===== src/rtl/dlx_dbg_pkg.sv =====
// Shared encodings for the DLX run-control block.
// Mode codes, FSM state codes and the board default divide ratio.
package dlx_dbg_pkg;

  localparam logic [1:0] MODE_HALT = 2'b00;
  localparam logic [1:0] MODE_RUN  = 2'b01;
  localparam logic [1:0] MODE_STEP = 2'b10;

  localparam logic [1:0] ST_HALT      = 2'd0;
  localparam logic [1:0] ST_RUN       = 2'd1;
  localparam logic [1:0] ST_STEP_WAIT = 2'd2;
  localparam logic [1:0] ST_STEP_FIRE = 2'd3;

  localparam int unsigned DIV_DEFAULT = 4500000;

endpackage


===== src/rtl/dlx_tick_gen.sv =====
// Programmable-rate tick: one-clock tick every max(div_i,1) clocks.
// A >= compare lets div_i change at runtime without wrapping.
module dlx_tick_gen #(
  parameter int DIV_W = 24
) (
  input  logic             clock,
  input  logic             reset_i,
  input  logic [DIV_W-1:0] div_i,
  output logic             tick_o
);

  localparam logic [DIV_W-1:0] ONE = {{(DIV_W-1){1'b0}}, 1'b1};

  logic [DIV_W-1:0] cnt_q;
  logic [DIV_W-1:0] cnt_d;
  logic [DIV_W-1:0] lim;

  always_comb begin
    lim    = (div_i == '0) ? '0 : div_i - ONE;
    tick_o = (cnt_q >= lim);
    cnt_d  = tick_o ? '0 : cnt_q + ONE;
  end

  always_ff @(posedge clock) begin
    if (reset_i) cnt_q <= '0;
    else         cnt_q <= cnt_d;
  end

endmodule


===== src/rtl/dlx_run_ctrl.sv =====
// DLX run control: halt/run/step clock-enable, cycle count, reg view.
// Optional breakpoint halt enabled by DLX_RUN_CTRL_BREAKPOINT_EN.
module dlx_run_ctrl
  import dlx_dbg_pkg::*;
#(
  parameter int DIV_W  = 24,
  parameter int DATA_W = 32,
  parameter int NREGS  = 32,
  parameter int SEL_W  = 5,
  parameter int VIEW_W = 14
) (
  input  logic                    clock,
  input  logic                    reset_i,
  input  logic [1:0]              mode_i,
  input  logic                    step_i,
  input  logic [DIV_W-1:0]        div_i,
  input  logic [SEL_W-1:0]        reg_sel_i,
  input  logic [NREGS*DATA_W-1:0] regs_flat_i,
  input  logic [DATA_W-1:0]       pc_i,
`ifdef DLX_RUN_CTRL_BREAKPOINT_EN
  input  logic                    bp_en_i,
  input  logic [DATA_W-1:0]       bp_addr_i,
  output logic                    bp_hit_o,
`endif
  output logic                    cpu_ce_o,
  output logic                    cpu_clk_o,
  output logic [VIEW_W-1:0]       view_o,
  output logic [31:0]             cycle_cnt_o,
  output logic                    running_o
);

  logic tick;

  dlx_tick_gen #(.DIV_W(DIV_W)) u_tick (
    .clock   (clock),
    .reset_i (reset_i),
    .div_i   (div_i),
    .tick_o  (tick)
  );

  logic [2:0]        step_q;
  logic              step_rise;
  logic [1:0]        state_q;
  logic [1:0]        state_d;
  logic              ce_q;
  logic              ce_d;
  logic              clk_q;
  logic [31:0]       cyc_q;
  logic [DATA_W-1:0] snap_q;
  logic [DATA_W-1:0] snap_d;
  logic [DATA_W-1:0] snap_src;
  logic [VIEW_W-1:0] view_q;
  logic [SEL_W-1:0]  sel_q;
  logic [31:0]       sel_ext;
  logic              halt_lock;
  logic              bp_trip;

  // step_q[1] is the synchronised level, step_q[2] its previous value
  assign step_rise = step_q[1] & ~step_q[2];

`ifdef DLX_RUN_CTRL_BREAKPOINT_EN
  logic bp_hit_q;
  logic bp_hit_d;

  assign bp_trip   = (state_q == ST_RUN) & ce_q & bp_en_i
                   & (pc_i == bp_addr_i);
  assign halt_lock = bp_hit_q;
  assign bp_hit_o  = bp_hit_q;

  always_comb begin
    bp_hit_d = bp_hit_q;
    if (bp_trip)                 bp_hit_d = 1'b1;
    else if (mode_i == MODE_HALT) bp_hit_d = 1'b0;
  end

  always_ff @(posedge clock) begin
    if (reset_i) bp_hit_q <= 1'b0;
    else         bp_hit_q <= bp_hit_d;
  end
`else
  logic unused_pc;

  assign unused_pc = ^pc_i;
  assign bp_trip   = 1'b0;
  assign halt_lock = 1'b0;
`endif

  always_comb begin
    state_d = state_q;
    ce_d    = 1'b0;
    unique case (state_q)
      ST_HALT: begin
        if (!halt_lock) begin
          if (mode_i == MODE_RUN)       state_d = ST_RUN;
          else if (mode_i == MODE_STEP) state_d = ST_STEP_WAIT;
        end
      end
      ST_RUN: begin
        ce_d = tick;
        if (mode_i == MODE_STEP)     state_d = ST_STEP_WAIT;
        else if (mode_i != MODE_RUN) state_d = ST_HALT;
        if (bp_trip) begin
          ce_d    = 1'b0;
          state_d = ST_HALT;
        end
      end
      ST_STEP_WAIT: begin
        if (mode_i == MODE_RUN)       state_d = ST_RUN;
        else if (mode_i != MODE_STEP) state_d = ST_HALT;
        else if (step_rise)           state_d = ST_STEP_FIRE;
      end
      ST_STEP_FIRE: begin
        if (mode_i == MODE_RUN)       state_d = ST_RUN;
        else if (mode_i != MODE_STEP) state_d = ST_HALT;
        else if (tick) begin
          ce_d    = 1'b1;
          state_d = ST_STEP_WAIT;
        end
      end
      default: state_d = ST_HALT;
    endcase
  end

  always_comb begin
    sel_ext            = '0;
    sel_ext[SEL_W-1:0] = reg_sel_i;
    snap_src           = '0;
    for (int k = 0; k < NREGS; k++) begin
      if (sel_ext == k) snap_src = regs_flat_i[k*DATA_W +: DATA_W];
    end
    snap_d = (ce_q || reg_sel_i != sel_q) ? snap_src : snap_q;
  end

  always_ff @(posedge clock) begin
    if (reset_i) begin
      step_q  <= '0;
      state_q <= ST_HALT;
      ce_q    <= 1'b0;
      clk_q   <= 1'b0;
      cyc_q   <= '0;
      snap_q  <= '0;
      view_q  <= '0;
      sel_q   <= '0;
    end else begin
      step_q  <= {step_q[1:0], step_i};
      state_q <= state_d;
      ce_q    <= ce_d;
      clk_q   <= clk_q ^ ce_d;
      cyc_q   <= cyc_q + {31'd0, ce_d};
      snap_q  <= snap_d;
      view_q  <= snap_q[VIEW_W-1:0];
      sel_q   <= reg_sel_i;
    end
  end

  assign cpu_ce_o    = ce_q;
  assign cpu_clk_o   = clk_q;
  assign view_o      = view_q;
  assign cycle_cnt_o = cyc_q;
  assign running_o   = (state_q == ST_RUN);

endmodule


===== config.mk =====
export PLATFORM = sky130hd
export DESIGN_NAME = dlx_run_ctrl
export DESIGN_NICKNAME = d
export VERILOG_FILES = /design/src/rtl/dlx_dbg_pkg.sv /design/src/rtl/dlx_tick_gen.sv /design/src/rtl/dlx_run_ctrl.sv
export SDC_FILE = /design/constraint.sdc
export NUM_CORES = 1
export LEC_CHECK = 0
export CELL_PAD_IN_SITES_DETAIL_PLACEMENT = 1
export CELL_PAD_IN_SITES_GLOBAL_PLACEMENT = 2
export CORE_AREA = 2 2 450 452
export DETAILED_ROUTE_END_ITERATION = 10
export DIE_AREA = 0 0 452 454
export HOLD_SLACK_MARGIN = 0.08
export PLACE_DENSITY_LB_ADDON = 0.08
export REMOVE_ABC_BUFFERS = 1
export SYNTH_ARGS = -nofsm -noshare
export SYNTH_HDL_FRONTEND = slang
export SYNTH_SLANG_ARGS = --single-unit

===== constraint.sdc =====
create_clock -name clock -period 9.5 [get_ports clock]
set_input_delay 1.9 -clock clock [delete_from_list [all_inputs] [get_ports clock]]
set_output_delay 1.9 -clock clock [all_outputs]
set_load 0.05 [all_outputs]

**Word level (Yosys, flattened, before mapping)**

Index checks and enable logic that the tools add are counted.
W data, S select, Z words.

- Flip-flop bits (word level): 96
- Bits of input ports: 1090
- Output and inout port bits: 49
- Logic and storage cells: 113

- $add $sub $neg: 3
- Order comparisons: 1
- Eq/ne operators: 43
- Multiplexer cells: 48
- Bitwise gates (word level): 3
- Reductions and logical operators: 6

Operators by type and width:

| operator | number |
|---|---|
| $mux W14 | 32 |
| $eq A5 B5 Y1 const B | 16 |
| $eq A5 B4 Y1 const B | 8 |
| $add A32 B1 Y32 | 1 |
| $add A24 B1 Y24 const B | 1 |
| $ge A24 B24 Y1 | 1 |
| $logic_not A24 Y1 | 1 |
| $mux W24 | 1 |
| $sub A24 B1 Y24 const B | 1 |
| $eq A5 B3 Y1 const B | 4 |
| $mux W2 | 10 |
| $eq A5 B2 Y1 const B | 2 |
| $ne A4 B4 Y1 const B | 2 |
| $pmux W2 S4 | 1 |
| $eq A2 B2 Y1 const B | 3 |
| $eq A5 B1 Y1 const B | 1 |
| $logic_not A5 Y1 | 1 |
| $ne A5 B5 Y1 | 1 |
| $eq A2 B1 Y1 const B | 2 |
| $reduce_and A4 Y1 | 1 |
| $mux W1 | 3 |
| $ne A3 B1 Y1 const B | 1 |
| $ne A3 B3 Y1 const B | 1 |
| $logic_not A2 Y1 | 1 |
| other kinds (8) | 8 |

**Depth between registers and ports, before layout**

Gate-level depths: netlist (run 1).

- Depth after elaboration: 33
- Gate-level depth with buffers: 24
- Gate-level depth less buffers: 22

**Modules after synthesis**

From an unflattened synthesis (run 1), not the netlist that was laid out.

- Cell total of the unflattened synthesis: 1426
- Area total of the unflattened synthesis: 10651.5 um^2

Modules (own cells, without submodules):

| module | times used | cells each | area each (um^2) | sequential area each (um^2) |
|---|---|---|---|---|
| dlx_run_ctrl | 1 | 1157 | 8485.6 | 1441.4 |
| dlx_tick_gen | 1 | 269 | 2165.8 | 480.5 |

**Worst setup path after synthesis (run 1)**

Ideal clock, no wire load.

- Kind: input to register
- Start point: in div_i[9]
- End point: reg cyc_q[22] (netlist: cycle_cnt_o[22])
- Library setup time: 0.070 ns
- Data arrival time: 6.105 ns
- Required time: 9.430 ns
- Path slack: 3.325 ns
- Stages on the path: 21
- Path buffers: 2
- Path through: or4_1 -> or3_1 -> nor2_2 -> nand3_1 -> buf_2 -> buf_6 -> nand2_1 -> ha_1 -> o21ai_0 -> nor2_1 -> nor3_1 -> or3_1 -> a311o_1 -> a21oi_1 -> ha_1 -> ha_1 -> inv_1 -> nor4_2 -> nand2_1 -> or3_1 -> a21oi_1

- Word-level cells in the longest chain between the ends: 8
- Elaborated cells on any way between the ends: 9
- Classes of those cells: add/sub: 2; order compare: 1; mux: 5; reduce/logical: 1

Ends and longest elaborated chain:

| what | RTL line | source |
|---|---|---|
| start, declared | dlx_run_ctrl.sv:16 | `input logic [DIV_W-1:0] div_i,` |
| $sub A24 B1 Y24 / $logic_not A24 Y1 (equally long branches) | dlx_tick_gen.sv:19 | `lim = (div_i == '0) ? '0 : div_i - ONE;` |
| $mux W24 (*) | dlx_tick_gen.sv:19 |  |
| $ge A24 B24 Y1 (*) | dlx_tick_gen.sv:20 | `tick_o = (cnt_q >= lim);` |
| $mux W1 | dlx_run_ctrl.sv:115 | `else if (tick) begin` |
| $mux W1 | dlx_run_ctrl.sv:114 | `else if (mode_i != MODE_STEP) state_d = ST_HALT;` |
| $mux W1 | dlx_run_ctrl.sv:113 | `if (mode_i == MODE_RUN) state_d = ST_RUN;` |
| $pmux W1 S2 (*) | dlx_run_ctrl.sv:91 | `unique case (state_q)` |
| net ce_d | dlx_run_ctrl.sv:46 | `logic ce_d;` |
| $add A32 B1 Y32 (*) | dlx_run_ctrl.sv:149 | `cyc_q <= cyc_q + {31'd0, ce_d};` |
| end signal, assigned | dlx_run_ctrl.sv:149 |  |
| end, declared | dlx_run_ctrl.sv:48 | `logic [31:0] cyc_q;` |

Mark *: on every way through the listed nets, which the timed path passes. The rest lies on a longest branch.
A chain may end at the register's enable or synchronous reset.

**Final worst setup path (run 1)**

- Start point: in div_i[0]
- End point: reg cyc_q[22] (netlist: cycle_cnt_o[22])

Same word-level chain as after synthesis.

==> results.toml, run 1 <==
[status]
status = "completed"

[clocking]
hold_buffers = 0
cts_inserted_buffers = 9
postCtsSetupRepairBufs = 0
ctsResizeCount = 0
cts_buffer_depth = 2
clkTransAtPathRegs_ns = 0.09
clock-sinks = 96
cts_tree = "built"
clkLatencyLatePin_ns = 0.40
cts-root-buf = "clkbuf_16"
ctsHtreeMaxLevel = 3

[synth]
ys_ff_latch = 96
synth_top_cell_area_share_pct = 18.8
synth_top_area_cell = "dfxtp_1"
synthCells = 1393
yosys.area_share.xor_xnor_pct = 5.75
synth_seq_area_share_pct = 18.8
synth_area_sq_mm = 0.0102
synth_area_leaders = "dfxtp_1, mux2i_1, nor2_1"
synthSimpleGateAreaFrac_pct = 25.3
synthDistinctLibCells = 85
synth_compound_area_share_pct = 28.6
synthTopCellsByCount = "nor2_1, nand2_1, a21oi_1, o21ai_0, dfxtp_1"
synth_fa_ha_area_share_pct = 3.80
synth.area.mux_share_pct = 11.0
synth_edf_count = 0
yosysWarnings = 0
synthFlopType = "dfxtp_1"
avgSynthCellArea_sq_um = 7.32
yosysMostFrequentCell = "nor2_1"
synth_top_family_by_area = "compound AO/OA/AOI/OAI gates"
ys_async_sr_fraction_pct = 0

[route]
drt-initial-drc-count = 497
wl_per_cell_um = 27.3
wl_um = 125000
drc = 0
via_count = 13600
drt-vias-per-instance = 2.97
ant_nets = 0
firstDrtPassIters = 4

[die]
row_count = 165
core_sq_mm = 0.201
start_util_pct = 5.08
die_w_um = 452
die_h_um = 454
die-area_sq_mm = 0.205
io_pins = 1139

[critical_path]
cp.arrival_ns = 8.08
cpMaxStageDelayCell = "clkdlybuf4s50_1"
cp_max_fo = 20
cp_common_cell = "ha_1"
crit_type = "primary input to register"
endpoint_kind = "register"
path_cells = "clkdlybuf4s50_1, inv_1, ha_1, nor3b_1, nand3_1, nor2_2, nand3_1, buf_4, nand2_1, ha_1, nand3_1, nor4_1, o21ai_0, a311o_1, a21oi_1, ha_1, ha_1, inv_1, nor4_2, nand2_1, or3_1, a21oi_1"
cp_slowest_stage_delay_ns = 0.55
required_ns = 9.82
cp-start-kind = "primary input"

[cells_and_area]
nets = 3006
area_growth_pct = 87.3
final_area_sq_mm = 0.0191
fillCellCount = 23800
drive_above_1_share_pct = 7.57

[pwr]
p_switching_uw = 612
clock_power_share_pct = 27.2
pwr-share-comb_pct = 44.6
netSwitchingFraction_pct = 40.4
pwr-share-seq_pct = 28.2
p_leak_uw = 0.00602
p_per_area_mw_per_mm2 = 79.3
vdd_drop_max_mv = 0.0724
internal_power_uw = 903

[placement]
place.gp.congestion = 0.740
hpwl_um = 104000
numPortBuffers = 530
placed_area_sq_mm = 0.0187

[global_route]
grt_pass1_vias = 14900
antenna_found_initial = 126
grt_start_max_net_pins = 73
grt_pass1_wl_um = 159000
overflow = 0
track_usage_pct = 11.8

[sta]
final-setup-viol-count = 0
finalMaxSlewViolations = 0
fin_crit_sh_pct = 81.6
finalHoldViolations = 0
worstMarginPinSlew_ns = 1.12
skew_ns = 0.0171
slew_headroom_pct = 23.3
period_needed_ns = 7.76
rsz0062_at_grt = "false"
fin_setup_tns_ns = 0
max_freq_ghz = 0.129

[flow_run]
drv_cap = 0

[hold_path]
min_path_type = "register to register"
flip-flops by register name, indices dropped and copies added, names as in the netlist:
| name | cells |
|---|---|
| cycle_cnt_o | 32 |
| snap_q | 14 |
| sel_q | 5 |
| view_o | 14 |
| u_tick.cnt_q | 24 |
| state_q | 2 |
| step_q | 3 |
| cpu_clk_o | 1 |
| cpu_ce_o | 1 |
cell usage in the layout (no fill, tap or decap), types with 21 or more instances in the layout:
cell type          n
o22ai_1           31
clkdlybuf4s50_1  524
o21ai_0          101
xnor2_1           32
a211oi_1          22
mux2i_1           61
a31oi_1           23
nand2_1          128
mux2_2            21
ha_1              31
xor2_1            35
dfxtp_1           96
nor2_1           149
diode_2           26
buf_4             59
nand3_1           52
a21oi_1          107
nor3_1            44
nor2b_1           38
worst max-delay path, delay by kind of cell:
kind            cells  cell delay, ns
buf+inv             4            0.99
fa+ha+maj           4            1.02
compound gates      4            1.24
simple gates       10            2.92
final cells by class:
type | count | area [sq um] | area share (%)
multi-input combinational | 1166 | 7640 | 40.0
timing repair buffer | 589 | 5750 | 30.1
tap | 2672 | 3340 | 17.5
sequential | 96 | 1920 | 10.1
clock buffer | 9 | 225 | 1.18
inverter | 23 | 86.3 | 0.452
clock inverter | 7 | 67.6 | 0.354
antenna | 26 | 65.1 | 0.341
layer usage:
metal	part of all wire, %	track usage, %	up-vias
met5	0.74	0	-
met4	0.79	1.18	154
met3	9.8	5.35	193
met2	48	20.5	480
met1	41	13.8	6556
li1	-	-	6243
metrics by stage:
stage	setup slack, ns	total power [uW]	hold WS (ns)	std cells	utilization (%)
final	1.74	1510	0.460	4588	9.51
after global routing	1.06	1620	0.480	4566	9.48
after CTS	1.38	1600	0.468	4562	9.47
after detailed placement	0.982	1150	0.441	4546	9.33
after global placement	0.963	1150	0.448	4546	9.33
after floorplan	3.20	630	0.414	1285	-
cell families (layout without fill, tap and decap cells):
kind of cell	after synthesis	in the layout
AOI/OAI and AO/OA	446	446
xor gates and xnor gates	67	67
adders and majority gates	31	31
buffers and inverters	131	628
DFF	96	96
muxes	94	94
other	0	26
and+or+nand+nor	528	528
final timing paths:
kind | from | end | slack (ns) | cells past startpoint
max reg2reg | u_tick.cnt_q[15] | cycle_cnt_o[22] | 5.15 | 13
min reg2reg | step_q[0] | step_q[1] | 0.46 | 1
max | div_i[0] | cycle_cnt_o[22] | 1.74 | 22
min | step_q[0] | step_q[1] | 0.46 | 1
power groups by stage:
stage	Sequential (uW)	Combinational, uW	Clock [uW]
after global routing	430	734	458
after floorplan	449	181	0
after global placement	437	710	0
final	427	676	411
after detailed placement	437	711	0
after CTS	428	714	455
Note: power is estimated with default switching activity, not from simulation.
==> inputs of run 2 (changes only) <==
--- a/config.mk
+++ b/config.mk
@@ -7,9 +7,9 @@
 export LEC_CHECK = 0
 export CELL_PAD_IN_SITES_DETAIL_PLACEMENT = 1
 export CELL_PAD_IN_SITES_GLOBAL_PLACEMENT = 2
-export CORE_AREA = 2 2 450 452
+export CORE_AREA = 2 2 438 440
 export DETAILED_ROUTE_END_ITERATION = 10
-export DIE_AREA = 0 0 452 454
+export DIE_AREA = 0 0 440 442
 export HOLD_SLACK_MARGIN = 0.08
 export PLACE_DENSITY_LB_ADDON = 0.08
 export REMOVE_ABC_BUFFERS = 1
==> constraint.sdc (replaced) <==
create_clock -name clock -period 6.35 [get_ports clock]
set_input_delay 1.27 -clock clock [delete_from_list [all_inputs] [get_ports clock]]
set_output_delay 1.27 -clock clock [all_outputs]
set_load 0.05 [all_outputs]
==> results.toml, run 2 (synthesized netlist as in run 1, its figures left out) <==
[sta]
skew_ns = 0.0138
fin_crit_sh_pct = 91.5
period_needed_ns = 5.81
fin_ws_ns = 0.540
finalMaxSlewViolations = 0
slew_headroom_pct = 24.1
final-setup-viol-count = 0
fin_setup_tns_ns = 0
max_freq_ghz = 0.172
rsz0062_at_grt = "false"
finalHoldViolations = 0
worstMarginPinSlew_ns = 1.14

[pwr]
p_per_area_mw_per_mm2 = 119
vdd_drop_max_mv = 0.0988
power_uw = 2310
p_leak_uw = 0.00630

[clocking]
clkTransAtPathRegs_ns = 0.08
ctsHtreeMaxLevel = 3
cts_inserted_buffers = 9
cts_buffer_depth = 2
clock-sinks = 96
cts-root-buf = "clkbuf_16"
ctsResizeCount = 0
cts_tree = "built"
clkLatencyLatePin_ns = 0.40
hold_buffers = 0
postCtsSetupRepairBufs = 0

[route]
via_count = 13900
drt-vias-per-instance = 3.09
wl_um = 123000
drt-initial-drc-count = 606
ant_nets = 0
firstDrtPassIters = 4
drc = 0
wl_per_cell_um = 27.5

[cells_and_area]
final_util_pct = 10.2
mostFrequentLayoutCells = "clkdlybuf4s50_1, nor2_1, nand2_1"
final_common_cell = "clkdlybuf4s50_1"
stdcell_count = 4481
largest_reg_flops = 32
drive_above_1_share_pct = 10.2
area_growth_pct = 89.7
nets = 3059
fillCellCount = 22400

[status]
status = "completed"

[critical_path]
cp-start-kind = "primary input"
cpMaxStageDelayCell = "or4_1"
cp_slowest_stage_delay_ns = 0.56
cp_max_fo = 14
crit_type = "primary input to register"
cp_common_cell = "buf_4"
path_cells = "clkdlybuf4s50_1, or4_1, or3_1, nor2_2, nand3_1, buf_4, buf_4, nand2_1, ha_1, a2111oi_0, nand2_1, o21ai_1, a311o_1, a21oi_2, ha_1, ha_1, inv_1, nor4_2, buf_4, nand2_1, buf_4, xor2_1, nor2_1"
r2r_cells = 15
reg2reg_from = "u_tick.cnt_q[10]"
required_ns = 6.63
ff2ff_setup_slack_ns = 2.90
endpoint_kind = "register"
cp.arrival_ns = 6.09
regToRegEndpoint = "cycle_cnt_o[22]"

[global_route]
grt_pass1_vias = 15200
antenna_found_initial = 139
track_usage_pct = 12.4
overflow = 0
grt_pass1_wl_um = 158000
grt_start_max_net_pins = 54

[die]
die_h_um = 442
start_util_pct = 5.38
io_pins = 1139
die_w_um = 440
die-area_sq_mm = 0.194
core_sq_mm = 0.190
row_count = 160

[placement]
place.gp.congestion = 0.755
pre_cts_slack_ns = -0.295
dp_cells = 4438
numPortBuffers = 530
hpwl_um = 105000

[hold_path]
worstHoldPathCells = 1
min_path_type = "register to register"
min_from = "step_q[0]"
worstHoldEndpoint = "step_q[1]"

[flow_run]
drv_cap = 0
==> run 2: layout make-up <==
class	instances	area (sq um)	share of cell area, %
repair buffers	642	6170	31.9
multi-input cells	1166	7640	39.5
flip-flops and latches	96	1920	9.94
well taps	2511	3140	16.2
inverters	23	86.3	0.446
clock buffers	11	253	1.31
clock inverters	5	63.8	0.330
diodes	27	67.6	0.349
==> run 2: through the flow <==
| step | cell area (sq um) | hold WS (ns) |
|---|---|---|
| floorplan | 9600 | 0.414 |
| global placement | 18900 | 0.439 |
| detailed placement | 18900 | 0.444 |
| CTS | 19300 | 0.457 |
| global route | 19300 | 0.471 |
| finish | 19300 | 0.455 |
==> run 2: worst max-delay path, delay by kind of cell <==
family,cells,cell delay [ns]
buffers and inverters,6,1.15
adders and majority gates,3,0.69
and+or+nand+nor,9,1.66
AOI/OAI and AO/OA,4,1.18
xor gates and xnor gates,1,0.14
==> run 2: power by group <==
| group | total (uW) | leakage, uW | internal (uW) | switching, uW |
|---|---|---|---|---|
| combinational | 1020 | 0.00536 | 464 | 555 |
| sequential | 640 | 0.000781 | 625 | 14.6 |
| clock | 648 | 0.000158 | 332 | 316 |
| total | 2310 | 0.00630 | 1420 | 886 |
==> run 2: worst max path at each step <==
| stage | startpoint | endpoint | slack (ns) | depth (start not counted) |
|---|---|---|---|---|
| 5_1_grt | div_i[9] | cycle_cnt_o[22] | 0.06 | 20 |
| 3_3_place_gp | div_i[9] | cycle_cnt_o[20] | -0.24 | 23 |
| 6_report | div_i[9] | cycle_cnt_o[20] | 0.54 | 23 |
| 4_1_cts | div_i[9] | cycle_cnt_o[20] | 0.14 | 23 |
| 2_1_floorplan | div_i[9] | cycle_cnt_o[22] | 0.68 | 19 |
| 3_5_place_dp | div_i[9] | cycle_cnt_o[20] | -0.29 | 23 |
==> run 2: layer usage <==
metal	global-route usage, %	vias to the layer above	part of all wire, %
met3	5.75	234	9.9
li1	-	6326	-
met4	3.12	160	2.3
met2	21.2	553	48
met1	13.7	6578	39
met5	0	-	0.79
==> inputs of run 3 (changes only) <==
--- a/config.mk
+++ b/config.mk
@@ -10,7 +10,7 @@
 export CORE_AREA = 2 2 438 440
 export DETAILED_ROUTE_END_ITERATION = 10
 export DIE_AREA = 0 0 440 442
-export HOLD_SLACK_MARGIN = 0.08
+export HOLD_SLACK_MARGIN = 0.03
 export PLACE_DENSITY_LB_ADDON = 0.08
 export REMOVE_ABC_BUFFERS = 1
 export SYNTH_ARGS = -nofsm -noshare
==> results of run 3 <==
The final DEF is identical to that of run 2; final timing and power are the same.
